$ cat config.mk
export PLATFORM = sky130hd
export DESIGN_NAME = gshare_multi_predictor
export DESIGN_NICKNAME = d
export VERILOG_FILES = /design/src/rtl/gshare_multi_predictor.sv
export SDC_FILE = /design/constraint.sdc
export NUM_CORES = 1
export LEC_CHECK = 0
export BUFFER_PORTS_ARGS = -buffer_cell sky130_fd_sc_hd__buf_2
export CAP_MARGIN = 5
export CORE_AREA = 2 2 237 239
export CTS_BUF_LIST = sky130_fd_sc_hd__clkbuf_8 sky130_fd_sc_hd__clkbuf_16
export DETAILED_ROUTE_END_ITERATION = 16
export DIE_AREA = 0 0 239 241
export PLACE_DENSITY_LB_ADDON = 0.12
export SLEW_MARGIN = 40
export SYNTH_ARGS = -nofsm -noshare
export SYNTH_HDL_FRONTEND = slang
export SYNTH_SLANG_ARGS = --single-unit
$ cat constraint.sdc
create_clock -name clk -period 24.2 [get_ports clk]
set_clock_uncertainty 0.05 [all_clocks]
set_input_delay 0 -clock clk [delete_from_list [all_inputs] [get_ports clk]]
set_output_delay 0 -clock clk [all_outputs]
set_load 0.05 [all_outputs]
$ cat src/rtl/gshare_multi_predictor.sv
// Gshare direction predictor for an N-wide fetch front end.
// The PHT is shared by all slots and is trained from EXE. The GHR is updated speculatively at fetch and restored on a mispredict.
module gshare_multi_predictor #(
  parameter int FETCH_WIDTH   = 2,
  parameter int GHR_WIDTH     = 8,
  parameter int PHT_IDX_WIDTH = 8,
  parameter int CTR_BITS      = 2,
  parameter int HASH_MODE     = 0
) (
  input  logic                             clk,
  input  logic                             reset,
  input  logic [FETCH_WIDTH-1:0]           if_valid,
  input  logic [FETCH_WIDTH-1:0]           if_hit,
  input  logic [32*FETCH_WIDTH-1:0]        if_pc,
  output logic [FETCH_WIDTH-1:0]           pred_taken,
  output logic [GHR_WIDTH*FETCH_WIDTH-1:0] pred_ghr,
  output logic                             ready,
  input  logic                             ex_valid,
  input  logic                             ex_is_cond,
  input  logic                             ex_taken,
  input  logic                             ex_mispredict,
  input  logic [31:0]                      ex_pc,
  input  logic [GHR_WIDTH-1:0]             ex_ghr,
  output logic [31:0]                      mispredict_cnt
);

  localparam int PHT_SIZE = 1 << PHT_IDX_WIDTH;
  localparam int HALF_IDX = PHT_IDX_WIDTH / 2;
  localparam logic [CTR_BITS-1:0] CTR_WEAK = {1'b1, {(CTR_BITS-1){1'b0}}};
  localparam logic [CTR_BITS-1:0] CTR_MAX  = {CTR_BITS{1'b1}};

  // ready is simply (state_q == ST_RUN), so it exposes the FSM state to checkers.
  typedef enum logic {ST_INIT, ST_RUN} state_t;

  state_t                   state_q, state_d;
  logic [PHT_IDX_WIDTH-1:0] init_ptr_q, init_ptr_d;
  logic [GHR_WIDTH-1:0]     ghr_q, ghr_d;
  logic [31:0]              mispredict_cnt_q, mispredict_cnt_d;
  logic [CTR_BITS-1:0]      pht_q [PHT_SIZE];

  logic                     pht_we;
  logic [PHT_IDX_WIDTH-1:0] pht_widx;
  logic [CTR_BITS-1:0]      pht_wdata;
  logic [GHR_WIDTH-1:0]     spec_ghr;
  logic [PHT_IDX_WIDTH-1:0] ex_idx;
  logic [CTR_BITS-1:0]      ex_ctr;
  logic                     unused_pc_bits;

  function automatic logic [PHT_IDX_WIDTH-1:0] pht_hash(
    input logic [GHR_WIDTH-1:0] g,
    input logic [31:0]          pc
  );
    logic [GHR_WIDTH+PHT_IDX_WIDTH-1:0] g_ext;
    logic [PHT_IDX_WIDTH-1:0]           idx;
    g_ext = {{PHT_IDX_WIDTH{1'b0}}, g};
    if (HASH_MODE == 0) begin
      idx = pc[PHT_IDX_WIDTH+1:2] ^ g_ext[PHT_IDX_WIDTH-1:0];
    end else begin
      idx = {g_ext[HALF_IDX-1:0], pc[PHT_IDX_WIDTH-HALF_IDX+1:2]};
    end
    return idx;
  endfunction

  assign unused_pc_bits = ^{if_pc, ex_pc};
  assign ex_idx         = pht_hash(ex_ghr, ex_pc);
  assign ex_ctr         = pht_q[ex_idx];
  assign ready          = (state_q == ST_RUN);
  assign mispredict_cnt = mispredict_cnt_q;

  // Each slot sees the history as it stands after the older slots' not-taken shifts.
  // Everything after the first taken slot is squashed.
  always_comb begin
    logic [GHR_WIDTH-1:0]     g;
    logic [PHT_IDX_WIDTH-1:0] slot_idx;
    logic                     taken_seen;
    logic                     hv;
    logic                     pt;
    g          = ghr_q;
    slot_idx   = '0;
    taken_seen = 1'b0;
    hv         = 1'b0;
    pt         = 1'b0;
    pred_taken = '0;
    pred_ghr   = '0;
    spec_ghr   = ghr_q;
    for (int k = 0; k < FETCH_WIDTH; k++) begin
      hv = if_valid[k] & if_hit[k];
      pred_ghr[k*GHR_WIDTH +: GHR_WIDTH] = g;
      slot_idx = pht_hash(g, if_pc[32*k +: 32]);
      pt = (state_q == ST_RUN) & hv & ~taken_seen & pht_q[slot_idx][CTR_BITS-1];
      pred_taken[k] = pt;
      if (hv & ~taken_seen) begin
        spec_ghr = {spec_ghr[GHR_WIDTH-2:0], pt};
      end
      if (hv & ~pt) begin
        g = {g[GHR_WIDTH-2:0], 1'b0};
      end
      if (pt) begin
        taken_seen = 1'b1;
      end
    end
  end

  always_comb begin
    state_d          = state_q;
    init_ptr_d       = init_ptr_q;
    ghr_d            = ghr_q;
    mispredict_cnt_d = mispredict_cnt_q;
    pht_we           = 1'b0;
    pht_widx         = '0;
    pht_wdata        = '0;

    if (ex_valid & ex_mispredict & ~(&mispredict_cnt_q)) begin
      mispredict_cnt_d = mispredict_cnt_q + 32'd1;
    end

    case (state_q)
      ST_INIT: begin
        pht_we     = 1'b1;
        pht_widx   = init_ptr_q;
        pht_wdata  = CTR_WEAK;
        init_ptr_d = init_ptr_q + 1'b1;
        if (&init_ptr_q) begin
          state_d = ST_RUN;
        end
      end
      ST_RUN: begin
        // A restore from EXE overrides this cycle's speculative shifts.
        if (ex_valid & ex_mispredict) begin
          ghr_d = ex_is_cond ? {ex_ghr[GHR_WIDTH-2:0], ex_taken} : ex_ghr;
        end else begin
          ghr_d = spec_ghr;
        end
        if (ex_valid & ex_is_cond) begin
          pht_we   = 1'b1;
          pht_widx = ex_idx;
          if (ex_taken) begin
            pht_wdata = (ex_ctr == CTR_MAX) ? ex_ctr : ex_ctr + 1'b1;
          end else begin
            pht_wdata = (ex_ctr == '0) ? ex_ctr : ex_ctr - 1'b1;
          end
        end
      end
      default: state_d = ST_INIT;
    endcase
  end

  always_ff @(posedge clk) begin
    if (reset) begin
      state_q          <= ST_INIT;
      init_ptr_q       <= '0;
      ghr_q            <= '0;
      mispredict_cnt_q <= '0;
    end else begin
      state_q          <= state_d;
      init_ptr_q       <= init_ptr_d;
      ghr_q            <= ghr_d;
      mispredict_cnt_q <= mispredict_cnt_d;
    end
  end

  // The PHT has no reset: the init sweep is what establishes its contents.
  always_ff @(posedge clk) begin
    if (pht_we & ~reset) begin
      pht_q[pht_widx] <= pht_wdata;
    end
  end

endmodule

; ---- After elaboration in Yosys (flattened, before gate mapping)
; Memories as Yosys holds them, arrays and structs flattened.
; Cells that the tools add are included.
; Widths: inputs -> output; s select.
[word_totals]
ff_bits = 49
mem_bits_rw = 512
in_bits = 114
out_inout_bits = 51
elab_cells = 56
n_memories = 1
[mem_list]
columns = name, depth, word_bits, read_ports, rd_ports_with_merged_regs, wr, line
row1 = pht_q, 256, 2, 3, 0, 1, 39  ; logic [CTR_BITS-1:0] pht_q [PHT_SIZE];
[op_classes]
add_sub_neg = 4
n_eq_ne = 1
muxes = 19
bitwise = 21
n_reduce_logical = 5
[ops]
columns = op, count
row1 = $mux 8, 6
row2 = $add 32x1->32 const B, 1
row3 = $reduce_and 32->1, 1
row4 = $xor 8x8->8, 3
row5 = $pmux 8 s2, 1
row6 = $and 1x1->1, 13
row7 = $add 8x1->8 const B, 1
row8 = $mux 2, 4
row9 = $reduce_and 8->1, 1
row10 = $mux 1, 6
row11 = $not 1->1, 5
row12 = $pmux 2 s2, 1
row13 = $reduce_bool 3->1, 1
row14 = $add 2x1->2 const B, 1
row15 = $eq 2x2->1 const B, 1
row16 = $logic_not 2->1, 1
row17 = $pmux 1 s2, 1
row18 = $reduce_and 2->1, 1
row19 = $sub 2x1->2 const B, 1

; ---- Logic depth before layout (Yosys ltp)
; Gate-level depths: netlist (run 1).
; An unclocked memory read counts as a cell.
[logic_depth]
ltp_word = 11
mapped_depth = 23
depth_no_buf = 17

; ---- Worst setup path after synthesis (run 1)
; Ideal clock, no wire load.
[synth_path]
kind = input to register
startpoint = input port ex_pc[2]
endpoint = memory pht_q[0][0], data pin
setup_time_ns = 1.577
arrival_ns = 10.163
required_time_ns = 22.573
path_slack_ns = 12.411
cell_stages = 10
path_buffers = 2
path_cell_list = xnor2_1 > buf_1 > buf_1 > mux4_2 > mux4_2 > mux4_2 > mux4_2 > inv_1 > o21ai_0 > a21oi_1
[synth_between]
elab_chain_cells = 7
word_cells_on_any_way = 11
cone_classes = add/sub: 2 / eq/ne: 1 / mux: 5 / bitwise: 1 / reduce/logical: 1 / memory: 1
[synth_rtl]
columns = element, line
row1 = start: declaration, 22  ; input logic [31:0] ex_pc,
row2 = $xor 8x8->8 (*), 57  ; idx = pc[PHT_IDX_WIDTH+1:2] ^ g_ext[PHT_IDX_WIDTH-1:0];
row3 = $mem_v2 256x2 (*), --
row4 = $sub 2x1->2 (tied with other cells), 140  ; pht_wdata = (ex_ctr == '0) ? ex_ctr : ex_ctr - 1'b1;
row5 = $mux 2 (on tied branches), "140, 138"
row6 = $mux 2 (*), 137  ; if (ex_taken) begin
row7 = $mux 2 (*), 134  ; if (ex_valid & ex_is_cond) begin
row8 = $pmux 2 s2 (*), 117  ; case (state_q)
row9 = net pht_wdata[0], 43  ; logic [CTR_BITS-1:0] pht_wdata;
row10 = end: declaration, 39
; Mark *: on every way through the listed nets, which the timed path passes. The rest lies on a longest branch.

; ---- Worst setup path in the final report (run 1)
[layout_path]
startpoint = register ghr_q[0]
endpoint = output port pred_taken[1]
[layout_between]
elab_chain_cells = 9
word_cells_on_any_way = 11
cone_classes = mux: 2 / bitwise: 8 / memory: 1
[layout_rtl]
columns = element, line
row1 = start: declaration, 37  ; logic [GHR_WIDTH-1:0] ghr_q, ghr_d;
row2 = start signal: assignment, 157  ; ghr_q <= ghr_d;
row3 = $xor 8x8->8, 57
row4 = $mem_v2 256x2, --
row5 = $and 1x1->1, 90  ; pt = (state_q == ST_RUN) & hv & ~taken_seen & pht_q[slot_idx][CTR_BITS-1];
row6 = $not 1->1, 95  ; if (hv & ~pt) begin
row7 = $and 1x1->1, 95
row8 = $mux 8, 95
row9 = $xor 8x8->8, 57
row10 = $mem_v2 256x2, --
row11 = $and 1x1->1 (*), 90
row12 = end: declaration, 15  ; output logic [FETCH_WIDTH-1:0] pred_taken,
; Mark *: on every way between the ends. The rest lies on a longest branch, timed or not.

==> impl_results.md, run 1 <==
- Sw frac: 0.245
- Synth area leader: edfxtp_1
- Cells after Synth: 2168
- Max-slew headroom: 0.396
- Most common cell after layout, fill and taps aside: edfxtp_1
- Fraction of layout cells with a size suffix above 1: 0.227
- Period utilization: 0.406
- DRT Pass-1 Iters: 8
- Wire length per cell: 32.1 um
- RSZ-0062 raised after global routing: false
- Ports: 165
- Placed Area: 31100 um^2
- Full die area: 57600 um^2
- Max H-tree Level: 2
- Post-layout minimum cycle time: 9.82 ns
- Total negative slack: 0 ns
- Netlist cell types: 84
- Die Ht: 241 um
- Register area share after synthesis: 0.547
- Most frequent cells in the layout: 512 x edfxtp_1, 348 x nor2_1, 218 x mux4_2
- P_leak: 11.6 nW
- GPL Wtd Cong: 0.912
- Area contributors post-synth: edfxtp_1 51%, mux4_2 16%, mux2i_1 5.7%
- Buffer count from post-CTS setup fixing: 0
- Dpl ws: 15.14 ns
- Clk sink count: 561
- Most used DFF post-synth: edfxtp_1
- Finished Core Util: 0.608
- Core Area: 54900 um^2
- IO Port Bufs: 92
- CTS tree: yes
- Comb power frac: 0.112
- Yosys reg bits: 561
- Setup slack after layout: 14.38 ns
- Clock Latency Late Sink: 0.64 ns
- Outcome: finished clean
- Fin. max-slew vios: 0
- Mapped Area: 29900 um^2
- Crit-path max FO: 35
- Fin area: 33400 um^2
- CTS Root Cell: clkbuf_16
- Synth top area share: 0.514
- Tightest Hold Check Type: input port to flip-flop
- DRC violations left: 0
- Max_cap viols: 0
- Initial antenna violation count: 0
- Yosys warning total: 0
- First-pass GRT wire length: 140000 um
- Starting Density: 0.545
- Number of synthesized flops with an enable pin: 512
- Total track usage: 0.337
- Total wire length: 96100 um
- Synth async-reset ratio: 0
- Area growth from synthesis to layout: 11.5%
- Clock slew at reported path FFs: 0.07 ns
- Largest net degree at the start of global routing: 128
- Longest Clk Path Bufs: 3
- Final #Nets: 2354
- Vias in the first global route: 20700
- CP required: 24.15 ns
- Switch Pwr: 0.000545 W
- TritonCTS Buffers: 59
- Hold Fails Final Rpt: 0
- Grt total ovfl: 0
- F_max: 102 MHz
- Antenna Nets Post-Route: 0
- Sequential share of power: 0.470
- Post-CTS sizing: 0
- Syn_nets: 2284
- DR vias/cell: 7.11
- 1st-iter DRT viols: 3190
- Post-DP HPWL: 59500 um
- Crit start category: flip-flop
- P_int: 0.00168 W
- Slew @ Worst Pin: 0.905 ns
- Crit. End Element: output pin
- Row cnt: 86
- Worst EP arrival: 9.77 ns
- Chip width: 239 um
- Final-report setup violation count: 0
- Peak supply drop: 51.9 uV
- Via count: 21300
- Worst setup path class: flip-flop to output pin
- Syn Area/Cell: 13.8 um^2
- Clock power frac: 0.418
- PD cells: 66.6 nW/um^2
## per-stage QoR
| step | hold slack, ns | power, W | cells |
|---|---|---|---|
| after detailed placement | 0.450 | 0.00130 | 2859 |
| after CTS | 0.0108 | 0.00222 | 2990 |
| after global routing | 0.0508 | 0.00227 | 2992 |
| after global placement | 0.426 | 0.00130 | 2857 |
| final | 0.0314 | 0.00222 | 2993 |
| after floorplan | 0.208 | 0.00122 | 2168 |
## state kept, by name, indices dropped and copies added, names as in the netlist
name            cells
ghr_q               8
init_ptr_q          8
mispredict_cnt     32
pht_q             512
ready               1
## logic make-up after synthesis
family	synth area share
xor gates and xnor gates	0.0247
buffers and inverters	0.0315
AOI/OAI and AO/OA	0.0748
DFF	0.547
muxes	0.233
adders and majority gates	0.00117
and+or+nand+nor	0.0888
## cells in the mapped netlist (12+ instances only)
cell type / n
inv_1: 12
mux4_2: 218
buf_4: 14
a22oi_1: 20
a211oi_1: 30
nor3_1: 19
xor2_1: 38
a21oi_1: 38
dfxtp_1: 49
clkbuf_1: 94
o22ai_1: 44
edfxtp_1: 512
a221oi_1: 45
and3_1: 13
and2_1: 14
nand2_1: 152
xnor2_1: 27
a31oi_1: 12
o21ai_0: 44
buf_1: 19
mux2_2: 13
nand3_1: 47
mux2i_1: 169
buf_6: 16
buf_2: 16
nor2_1: 351
## path summary, 6_finish.rpt
check,startpoint,end,cells after the start,slack (ns)
hold / removal,ex_valid,pht_q[172][1],3,0.03
hold reg to reg,mispredict_cnt[30],mispredict_cnt[30],2,0.45
setup reg to reg,ghr_q[0],ghr_q[0],21,14.56
setup / recovery,ghr_q[0],pred_taken[1],20,14.38
## per-layer routing
layer | vias to the layer above | track usage | share of wire
met5 | - | 0 | 0
met1 | 10700 | 0.467 | 0.38
met2 | 1546 | 0.508 | 0.45
met4 | 0 | 0.156 | 0.049
li1 | 8703 | - | -
met3 | 301 | 0.0827 | 0.12
## cell type report
type,instances,area (um^2)
clock inverters,49,448
repair buffers,174,1220
clock buffers,62,1530
multi-input cells,1429,12900
flip-flops and latches,561,16400
fillers,4195,21500
well taps,704,881
diodes,1,2.50
inverters,13,50.0
## critical path, cell delays in order, from the launching register on
cell and delay [ns]:
dfxtp_1 0.66, xor2_4 0.17, buf_4 0.52, buf_6 0.54
mux4_1 0.73, nand3_1 0.12, nand3_1 0.07, o41ai_1 0.69
o211ai_1 0.21, buf_4 0.24, a31oi_4 0.58, mux2i_2 0.61
clkinv_2 0.21, xnor2_4 0.72, nand2_1 0.74, o22ai_1 0.38
nor3_1 0.09, a311oi_1 0.43, a22oi_1 0.23, nor4_2 0.63
buf_2 0.38
## power by group through the flow
stage / Sequential (W) / Combinational, W / Clock [W]
floorplan: 0.00106 / 0.000156 / 0
global placement: 0.00106 / 0.000237 / 0
detailed placement: 0.00106 / 0.000240 / 0
CTS: 0.00104 / 0.000244 / 0.000934
global route: 0.00104 / 0.000257 / 0.000974
finish: 0.00104 / 0.000249 / 0.000930
## what timing repair did
action / in CTS / in global routing
endpoints found under the hold margin: 49 / 0
setup endpoints to repair: 0 / 0
hold buffers: 20 / 0
(Power assumes the default switching activity.)
==> run 2, diff against run 1 <==
==> constraint.sdc (replaced) <==
create_clock -name clk -period 8.55 [get_ports clk]
set_clock_uncertainty 0.05 [all_clocks]
set_input_delay 0 -clock clk [delete_from_list [all_inputs] [get_ports clk]]
set_output_delay 0 -clock clk [all_outputs]
set_load 0.05 [all_outputs]
==> run 2 against run 1 <==
Via count down 0.82%. Sequential share of layout area about the same. First-iteration DRC count down 13%. Combinational power rose to 2.9 times the previous value. Worst hold slack worse by 0.0055 ns. Final area about the same. Register-to-register slack worse by 14 ns. Utilization down 0.057 points. Clock-buffer cell count down 4.
==> impl_results.md, run 2 (synthesis results as in run 1) <==
- Reg with most FFs: pht_q
- Chip width: 239 um (unchanged)
- Fin. max-slew vios: 0 (unchanged)
- Slew @ Worst Pin: 0.892 ns (-0.0126 ns)
- Via count: 21100 (-0.82%)
- Worst R2R Path Depth: 20 (-4.8%)
- Antenna Nets Post-Route: 0 (unchanged)
- Max-slew headroom: 0.403 (+0.00752)
- Largest net degree at the start of global routing: 114 (-11%)
- CTS Root Cell: clkbuf_16
- DRT Pass-1 Iters: 5 (-3)
- Period utilization: 0.934
- First-pass GRT wire length: 139000 um (-0.94%)
- Final #Nets: 2366 (+0.51%)
- Total track usage: 0.337 (about the same)
- 1st-iter DRT viols: 2775 (-13%)
- CTS tree: yes
- DR vias/cell: 7.03 (-1.0%)
- Worst EP arrival: 7.94 ns (-1.83 ns)
- Grt total ovfl: 0 (unchanged)
- Full die area: 57600 um^2 (unchanged)
- Core Area: 54900 um^2 (unchanged)
- TritonCTS Buffers: 57 (-3.4%)
- Max_cap viols: 0 (unchanged)
- Vias in the first global route: 20400 (-1.4%)
- Tightest Hold Check Type: input port to flip-flop
- Total negative slack: 0 ns (unchanged)
- Ports: 165 (unchanged)
- F_max: 125 MHz
- Most common cell after layout, fill and taps aside: edfxtp_1
- Crit. End Element: output pin
- Hold path depth: 5 (+2)
- Crit-path max FO: 11 (-69%)
- Die Ht: 241 um (unchanged)
- Max H-tree Level: 2 (unchanged)
- DRC violations left: 0 (unchanged)
- Longest Clk Path Bufs: 3 (unchanged)
- Placed Area: 31300 um^2 (+0.62%)
- Clock Latency Late Sink: 0.64 ns (about the same)
- PD cells: 181 nW/um^2 (+170%)
- Final-report setup violation count: 0 (unchanged)
- Peak supply drop: 130 uV (+150%)
- Inst Count DP: 2873 (+0.49%)
- Initial antenna violation count: 0 (unchanged)
- P_leak: 11.6 nW (+0.14%)
- Wire length per cell: 32.0 um (-0.31%)
- Fraction of layout cells with a size suffix above 1: 0.233 (+0.00574)
- Cell Count, Final, Fillers Out: 3000 (+0.23%)
- IO Port Bufs: 92 (unchanged)
- Crit start category: flip-flop
- Worst setup path class: flip-flop to output pin
- Total wire length: 96000 um (about the same)
- Starting Density: 0.545 (unchanged)
- Row cnt: 86 (unchanged)
- Outcome: finished clean
- Total power: 0.00604 W (+170%)
- Max reg flops: 512 (unchanged)
- RSZ-0062 raised after global routing: false
- Clk sink count: 561 (unchanged)
- CP required: 8.50 ns (-15.65 ns)
- Fin area: 33300 um^2 (about the same)
- Post-CTS sizing: 0 (unchanged)
- Most frequent cells in the layout: 512 x edfxtp_1, 348 x nor2_1, 218 x mux4_2
- Clock slew at reported path FFs: 0.06 ns (about the same)
- GPL Wtd Cong: 0.941 (+3.1%)
- Area growth from synthesis to layout: 11.4% (about the same)
- Post-layout minimum cycle time: 7.99 ns
- Hold Fails Final Rpt: 0 (unchanged)
- Post-DP HPWL: 59900 um (+0.56%)
- N_diodes: 0 (-1)
-- run 2: cell types whose count changed in the layout (fill, tap and decap cells not counted), sizes merged --
cell,change
buf,+17
clkbuf,-6
bufinv,-6
inv,-3
diode,-1
clkinv,+6
clkinvlp,+1
dlygate4sd3,-1
-- run 2: final timing paths --
| check | startpoint | slack (ns) | end |
|---|---|---|---|
| setup / recovery | ghr_q[0] | 0.56 | pred_taken[1] |
| hold / removal | ex_ghr[4] | 0.03 | ghr_q[5] |
| setup reg to reg | ghr_q[0] | 0.77 | ghr_q[0] |
| hold reg to reg | init_ptr_q[7] | 0.46 | ready |
-- run 2: what timing repair did --
item / in CTS / in global routing
buffers inserted: 0 / 0
hold buffers: 19 / 0
endpoints found under the hold margin: 49 / 0
endpoints found under the setup margin: 0 / 0
-- run 2: through the flow --
stage                      util  setup WS, ns  hold WS (ns)
after floorplan               -         0.125         0.208
after CTS                 0.606         0.379       0.00889
after detailed placement  0.571          1.12         0.440
final                     0.607         0.561        0.0259
after global placement    0.569          1.17         0.426
after global routing      0.607         0.363        0.0945
-- run 2: worst max-delay path, stage by stage (launching register included) --
cell	delay [ns]
dfxtp_1	0.52
xor2_4	0.43
buf_8	0.24
mux4_1	0.59
mux2_2	0.27
a22o_1	0.22
a211oi_1	0.68
o211ai_1	0.26
a31oi_4	0.26
mux2i_2	0.57
clkinv_2	0.23
xnor2_4	0.46
buf_4	0.32
mux2i_1	0.33
o22ai_1	0.13
a2111oi_2	0.42
a211oi_1	0.09
a311o_1	0.36
nor4_2	0.51
buf_2	0.39
-- run 2: power breakdown --
part / switching (W) / leakage, nW / internal [W]
clock network: 0.00108 / 0.892 / 0.00129
registers: 0.00000301 / 5.51 / 0.00295
logic: 0.000440 / 5.23 / 0.000278
total: 0.00152 / 11.6 / 0.00452
-- run 2: final cells by class --
type | instances | area, um^2
fill | 4227 | 21500
tap | 704 | 881
inverter | 13 | 50.0
sequential | 561 | 16400
clock inverter | 47 | 298
timing repair buffer | 188 | 1350
clock buffer | 58 | 1450
multi-input combinational | 1429 | 12900
-- run 2: per-layer routing --
metal,track usage,up-vias,part of all wire
li1,-,8748,-
met1,0.453,10600,0.38
met2,0.499,1468,0.44
met3,0.114,262,0.13
met4,0.156,0,0.050
met5,0,-,0
